$ cat config.mk
export PLATFORM = sky130hd
export DESIGN_NAME = s15850_sel_sweeper_flat
export DESIGN_NICKNAME = d
export VERILOG_FILES = /design/src/rtl/s15850_sel_sweeper_if.sv /design/src/rtl/s15850_sel_sweeper.sv /design/src/flat_wrapper.sv
export SDC_FILE = /design/constraint.sdc
export NUM_CORES = 1
export LEC_CHECK = 0
export BUFFER_PORTS_ARGS = -buffer_cell sky130_fd_sc_hd__clkbuf_2
export CORE_MARGIN = 2
export CORE_UTILIZATION = 45
export DETAILED_ROUTE_END_ITERATION = 8
export PLACE_DENSITY = 0.66
export SYNTH_ARGS = -nofsm -noshare
export SYNTH_HDL_FRONTEND = slang
export SYNTH_SLANG_ARGS = --single-unit
$ cat constraint.sdc
create_clock -name i_clk -period 2.25 [get_ports i_clk]
set_input_delay 0.3375 -clock i_clk [delete_from_list [all_inputs] [get_ports i_clk]]
set_output_delay 0.3375 -clock i_clk [all_outputs]
set_load 0.01 [all_outputs]
$ cat src/rtl/s15850_sel_sweeper_if.sv
// Control/response bundle between the test-control sequencer, the select sweeper
// and the s15850 cone. The optional MISR signature appears when SEL_SWEEP_MISR_EN is defined.
interface s15850_sel_sweeper_if #(
    parameter int NMAX = 16,
    parameter int SELW = 11
);
    localparam int CW = $clog2(NMAX + 1);

    logic            start;
    logic [SELW-1:0] base;
    logic [CW-1:0]   count;
    logic            busy;
    logic [SELW-1:0] sel;
    logic            resp;
    logic [NMAX-1:0] result;
    logic            done;
    logic            wrap;
`ifdef SEL_SWEEP_MISR_EN
    logic [15:0]     sig;

    modport master (output start, base, count, resp,
                    input  busy, sel, result, done, wrap, sig);
    modport slave  (input  start, base, count, resp,
                    output busy, sel, result, done, wrap, sig);
`else
    modport master (output start, base, count, resp,
                    input  busy, sel, result, done, wrap);
    modport slave  (input  start, base, count, resp,
                    output busy, sel, result, done, wrap);
`endif
endinterface

$ cat src/rtl/s15850_sel_sweeper.sv
// Sweeps a range of select codes into the s15850 cone and gathers one response bit per code.
// Define SEL_SWEEP_MISR_EN to add a 16-bit MISR signature of the collected responses.
module s15850_sel_sweeper #(
    parameter int NMAX   = 16,
    parameter int SETTLE = 2,
    parameter int SELW   = 11
) (
    input  logic                  i_clk,
    input  logic                  i_rst_n,
    s15850_sel_sweeper_if.slave   bus
);
    localparam int CW = $clog2(NMAX + 1);

    typedef enum logic [2:0] {
        S_IDLE   = 3'd0,
        S_DRIVE  = 3'd1,
        S_SETTLE = 3'd2,
        S_SAMPLE = 3'd3,
        S_DONE   = 3'd4
    } state_t;

    state_t          r_state;
    state_t          w_state_next;

    logic [SELW-1:0] r_code;
    logic [SELW-1:0] r_sel;
    logic [CW-1:0]   r_cnt;
    logic [CW-1:0]   r_idx;
    logic [3:0]      r_settle;
    logic [NMAX-1:0] r_result;
    logic            r_wrap;

    logic            w_accept;
    logic            w_sample;
    logic            w_last;
    logic [CW-1:0]   w_count;
    logic [NMAX-1:0] w_result_next;
    logic            w_busy;
    logic            w_done;

    assign w_accept = (r_state == S_IDLE) && bus.start;
    assign w_sample = (r_state == S_SAMPLE);
    assign w_last   = (r_idx == r_cnt - CW'(1));

    // A zero count still takes one sample; oversize counts saturate at the result width.
    always_comb begin
        w_count = bus.count;
        if (bus.count == '0)
            w_count = CW'(1);
        else if (bus.count > CW'(NMAX))
            w_count = CW'(NMAX);
    end

    always_ff @(posedge i_clk or negedge i_rst_n) begin
        if (!i_rst_n)
            r_state <= S_IDLE;
        else
            r_state <= w_state_next;
    end

    always_comb begin
        w_state_next = r_state;
        case (r_state)
            S_IDLE:   if (bus.start) w_state_next = S_DRIVE;
            S_DRIVE:  w_state_next = S_SETTLE;
            S_SETTLE: if (r_settle == 4'd0) w_state_next = S_SAMPLE;
            S_SAMPLE: w_state_next = w_last ? S_DONE : S_DRIVE;
            S_DONE:   w_state_next = S_IDLE;
            default:  w_state_next = S_IDLE;
        endcase
    end

    always_comb begin
        w_busy = 1'b0;
        w_done = 1'b0;
        case (r_state)
            S_DRIVE, S_SETTLE, S_SAMPLE: w_busy = 1'b1;
            S_DONE:                      w_done = 1'b1;
            default: ;
        endcase
    end

    generate
        for (genvar gi = 0; gi < NMAX; gi++) begin : g_result_bit
            assign w_result_next[gi] = (w_sample && (r_idx == CW'(gi))) ? bus.resp
                                                                        : r_result[gi];
        end
    endgenerate

    always_ff @(posedge i_clk or negedge i_rst_n) begin
        if (!i_rst_n) begin
            r_code   <= '0;
            r_sel    <= '0;
            r_cnt    <= '0;
            r_idx    <= '0;
            r_settle <= '0;
            r_result <= '0;
            r_wrap   <= 1'b0;
        end else begin
            case (r_state)
                S_IDLE: begin
                    if (w_accept) begin
                        r_code   <= bus.base;
                        r_cnt    <= w_count;
                        r_idx    <= '0;
                        r_result <= '0;
                        r_wrap   <= 1'b0;
                    end
                end
                S_DRIVE: begin
                    r_sel    <= r_code;
                    r_settle <= 4'(SETTLE - 1);
                end
                S_SETTLE: begin
                    if (r_settle != 4'd0)
                        r_settle <= r_settle - 4'd1;
                end
                S_SAMPLE: begin
                    r_result <= w_result_next;
                    r_idx    <= r_idx + CW'(1);
                    // The code only advances when another vector follows, so sel holds the last code.
                    if (!w_last) begin
                        r_code <= r_code + SELW'(1);
                        if (&r_code)
                            r_wrap <= 1'b1;
                    end
                end
                default: ;
            endcase
        end
    end

`ifdef SEL_SWEEP_MISR_EN
    localparam logic [15:0] MISR_POLY = 16'h100B;

    logic [15:0] r_sig;
    logic [15:0] w_sig_next;

    assign w_sig_next = {r_sig[14:0], 1'b0}
                      ^ ({16{r_sig[15]}} & MISR_POLY)
                      ^ {15'd0, bus.resp};

    always_ff @(posedge i_clk or negedge i_rst_n) begin
        if (!i_rst_n)
            r_sig <= '0;
        else if (w_accept)
            r_sig <= 16'hFFFF;
        else if (w_sample)
            r_sig <= w_sig_next;
    end

    assign bus.sig = r_sig;
`endif

    assign bus.busy   = w_busy;
    assign bus.done   = w_done;
    assign bus.sel    = r_sel;
    assign bus.result = r_result;
    assign bus.wrap   = r_wrap;

endmodule

$ cat src/flat_wrapper.sv
// flat-port wrapper written by rule: the top's interface ports become plain ports
module s15850_sel_sweeper_flat 
#(
    parameter int NMAX   = 16,
    parameter int SETTLE = 2,
    parameter int SELW   = 11
)
  (i_clk, i_rst_n, bus_start, bus_base, bus_count, bus_resp, bus_busy, bus_sel, bus_result, bus_done, bus_wrap);
  s15850_sel_sweeper_if #(.NMAX(NMAX), .SELW(SELW)) bus_i ();
  input  logic i_clk;
  input  logic i_rst_n;
  input wire logic [$bits(bus_i.start)-1:0] bus_start;
  input wire logic [$bits(bus_i.base)-1:0] bus_base;
  input wire logic [$bits(bus_i.count)-1:0] bus_count;
  input wire logic [$bits(bus_i.resp)-1:0] bus_resp;
  output wire logic [$bits(bus_i.busy)-1:0] bus_busy;
  output wire logic [$bits(bus_i.sel)-1:0] bus_sel;
  output wire logic [$bits(bus_i.result)-1:0] bus_result;
  output wire logic [$bits(bus_i.done)-1:0] bus_done;
  output wire logic [$bits(bus_i.wrap)-1:0] bus_wrap;
  assign bus_i.start = bus_start;
  assign bus_i.base = bus_base;
  assign bus_i.count = bus_count;
  assign bus_i.resp = bus_resp;
  assign bus_busy = bus_i.busy;
  assign bus_sel = bus_i.sel;
  assign bus_result = bus_i.result;
  assign bus_done = bus_i.done;
  assign bus_wrap = bus_i.wrap;
  s15850_sel_sweeper #(.NMAX(NMAX), .SETTLE(SETTLE), .SELW(SELW)) u_core (.i_clk(i_clk), .i_rst_n(i_rst_n), .bus(bus_i));
endmodule
==> impl_metrics.json <==
{
  "outcome": "finished, final reports clean",
  "grt_max_degree": 57,
  "grt_pass1_vias": 2355,
  "maxCapViolCount": 0,
  "wl_um": 6588,
  "clock.fmax_mhz": 469.7,
  "wire_per_inst_um": 14.90,
  "yosysTopAreaCellShare_pct": 48.03,
  "syn-num-nets": 342,
  "synthAdderAreaFrac_pct": 3.859,
  "dp_hpwl_um": 4677,
  "core-area_mm2": 0.006314,
  "synth_area_leaders": "dfrtp_1, o21ai_0, nand2_1",
  "slowest_delay_ns": 0.42,
  "skew_ns": 0.005506,
  "cts_sinks": 56,
  "crit_buf_inv": 3,
  "area_growth_pct": 16.68,
  "grt_overflow": 0,
  "critPathKind": "flop to flop",
  "synth_edf_count": 0,
  "cp_data_arrival_time_ns": 2.33,
  "finalHoldViolCount": 0,
  "drive_gt1_share_pct": 24.38,
  "worstPathRequired_ns": 2.45,
  "yosys.area_share.simple_pct": 17.20,
  "synth-seq-cells": 56,
  "dp.cells": 433,
  "vias": 2513,
  "fin_nets": 393,
  "rows": 29,
  "hp-class": "primary input to asynchronous set/reset pin",
  "final_cells": 442,
  "yosys.area.top_type": "dfrtp_1",
  "finalWorstSetupSlack_ns": 0.1210,
  "synth_top_family_by_area": "compound AO/OA/AOI/OAI gates",
  "slew_headroom_pct": 65.33,
  "clk_latency_ns": 0.30,
  "cts_buffer_depth": 2,
  "r2r_start": "u_core.r_cnt[0]",
  "netlist_instances": 313,
  "finalSetupViolations": 0,
  "ff2ff_setup_slack_ns": 0.12,
  "place_worst_setup_slack_ns": -0.02915,
  "reg2reg_depth": 10,
  "clockRootBuffer": "clkbuf_8",
  "cp-start-kind": "flop",
  "antenna_found_initial": 0,
  "drt_iter0_drc": 171,
  "io_buffers": 49,
  "synth_flop_cell": "dfrtp_1",
  "grt_pass1_wl_um": 11210,
  "yosysWarnings": 0,
  "synth-async-reset-ratio_pct": 100.0,
  "cts.clk_slew.worst_paths_ns": 0.09,
  "synth_cell_types": 46,
  "dieArea_mm2": 0.007144,
  "track_usage_pct": 19.09,
  "worst_ir_drop_vdd_mv": 0.5873,
  "worstPathMaxFanout": 5,
  "tightest_slew_ns": 0.5200,
  "synth.avg_cell_area_um2": 9.322,
  "via_per_inst": 5.686,
  "drt_pre_antenna_iters": 6,
  "place_congestion": 0.8582,
  "start_util_pct": 46.21,
  "synth_compound_area_share_pct": 19.04,
  "io_pins": 50,
  "die_h_um": 84.53,
  "powerDensity_mw_per_mm2": 1274,
  "ant_nets": 0,
  "fin_crit_sh_pct": 94.62,
  "cts_buffers": 5,
  "rsz0062_at_grt": "false",
  "slowest_stage": "dfrtp_1",
  "min_period_ns": 2.129,
  "reg2reg_to": "u_core.r_code[8]",
  "synth_mux_area_share_pct": 4.588,
  "drc_errors": 0,
  "worstPathCellList": "inv_1 -> ha_4 -> xnor2_1 -> a211oi_2 -> o311ai_4 -> buf_6 -> buf_4 -> nand4_1 -> nand2_1 -> a22o_1",
  "synth_xor_area_share_pct": 3.002,
  "ctsHoldBuffers": 0,
  "die_w_um": 84.53,
  "synth.cell_area_mm2": 0.002918,
  "diodes": 0,
  "yosysSeqAreaShare_pct": 48.03,
  "critPathTopFamily": "compound AO/OA/AOI/OAI gates",
  "cts.htree.levels": 2,
  "tritoncts": "yes",
  "slew_viol_final": 0,
  "cp-end-kind": "flop",
  "p_leak_nw": 1.582
}
worst max-delay path by stage:
stage,from,end,slack (ns),depth (start not counted)
CTS,u_core.r_cnt[0],u_core.r_code[1],0.04,8
detailed placement,u_core.r_cnt[0],u_core.r_code[9],-0.03,8
floorplan,u_core.r_cnt[0],u_core.r_code[1],0.29,9
finish,u_core.r_cnt[0],u_core.r_code[8],0.12,10
global route,u_core.r_cnt[0],u_core.r_code[4],0.01,10
global placement,u_core.r_cnt[0],u_core.r_code[1],0.15,8
synthesized netlist by cell type (2+ instances only):
master,count
a211oi_1,2
a21oi_1,19
a22o_1,2
a22oi_1,2
a31oi_1,6
and2_1,3
and3_1,4
buf_2,3
buf_4,2
clkbuf_1,11
dfrtp_1,56
ha_1,9
inv_1,10
mux2_2,11
nand2_1,40
nand2b_1,2
nand3_1,7
nand3b_1,4
nand4_1,5
nor2_1,18
nor2b_1,7
nor3_1,4
nor4_1,4
o211ai_1,3
o21ai_0,45
o22ai_1,3
o31ai_1,2
or2_2,3
xnor2_1,5
xor2_1,5
report_power, final:
part           switching [W]  total, W  internal (W)
Combinational        0.00123   0.00211      0.000883
Clock               0.000316  0.000569      0.000252
Sequential          0.000324   0.00165       0.00133
final cells by class:
| cell class | instances | area (µm²) |
|---|---|---|
| Inverter | 10 | 37.54 |
| Timing Repair Buffer | 62 | 359.1 |
| Tap cell | 77 | 96.34 |
| Fill cell | 571 | 2909 |
| Multi-Input combinational cell | 229 | 1420 |
| Clock buffer | 8 | 90.09 |
| Sequential cell | 56 | 1401 |
cell usage in the layout, fill, tap and decap left out, types with 2 or more instances in the layout:
master	count
clkbuf_1	2
dfrtp_1	56
a211oi_1	2
or2_2	3
nor4_1	4
xnor2_1	5
xor2_1	5
ha_1	8
a31oi_1	6
nand3b_1	4
o22ai_1	3
nand3_1	7
o21ai_0	44
a22oi_1	2
a22o_1	2
nand2_1	40
nor3_1	4
nor2b_1	7
clkbuf_8	6
o211ai_1	3
and2_1	2
clkbuf_2	49
and3_1	4
o31ai_1	2
buf_4	11
nor2_1	18
mux2_2	11
nand2b_1	2
nand4_1	5
inv_1	10
a21oi_1	19
worst register-to-register path, cell delays in order (launching register included):
cell and delay, ns:
dfrtp_1 0.42, inv_1 0.13, ha_4 0.21, xnor2_1 0.13, a211oi_2 0.31, o311ai_4 0.21
buf_6 0.17, buf_4 0.13, nand4_1 0.08, nand2_1 0.05, a22o_1 0.19
state kept, by name (all words and copies together) (netlist names):
name / flops
u_core.bus.result: 16
u_core.bus.sel: 11
u_core.r_code: 11
u_core.r_cnt: 5
u_core.r_idx: 5
u_core.r_settle: 4
u_core.r_state: 3
u_core.bus.wrap: 1
layer usage:
layer / part of all wire, % / track usage (%)
met5: 0 / 0
met3: 5.1 / 3.147
met2: 46 / 29.63
met4: 1.2 / 5.339
met1: 48 / 27.86
metrics by stage:
step                      area, µm²  total power (W)  utilization, %  hold WS, ns  setup TNS, ns
after CTS                      3376         0.004284           53.47      0.02985              0
after global placement         3274         0.003633           51.86       0.3657              0
final                          3405         0.004337           53.92     0.007740              0
after global routing           3405         0.004687           53.92      0.03907              0
after floorplan                2918         0.003088               -      0.04191              0
after detailed placement       3274         0.003682           51.86       0.3650       -0.02915
cells by family after synthesis:
| kind of cell | count (synthesis) |
|---|---|
| AND/OR/NAND/NOR | 104 |
| AO/OA/AOI/OAI | 94 |
| flip-flops | 56 |
| buffers and inverters | 28 |
| multiplexers | 12 |
| XOR/XNOR | 10 |
| adder cells (fa/ha/maj) | 9 |
what timing repair did:
action / in CTS / in global routing
endpoints found under the setup margin: 2 / 2
gates resized for setup: 3 / 4
buffers inserted: 0 / 1
pin swaps: 1 / 3
No activity file was read; power rests on OpenSTA's default activity.
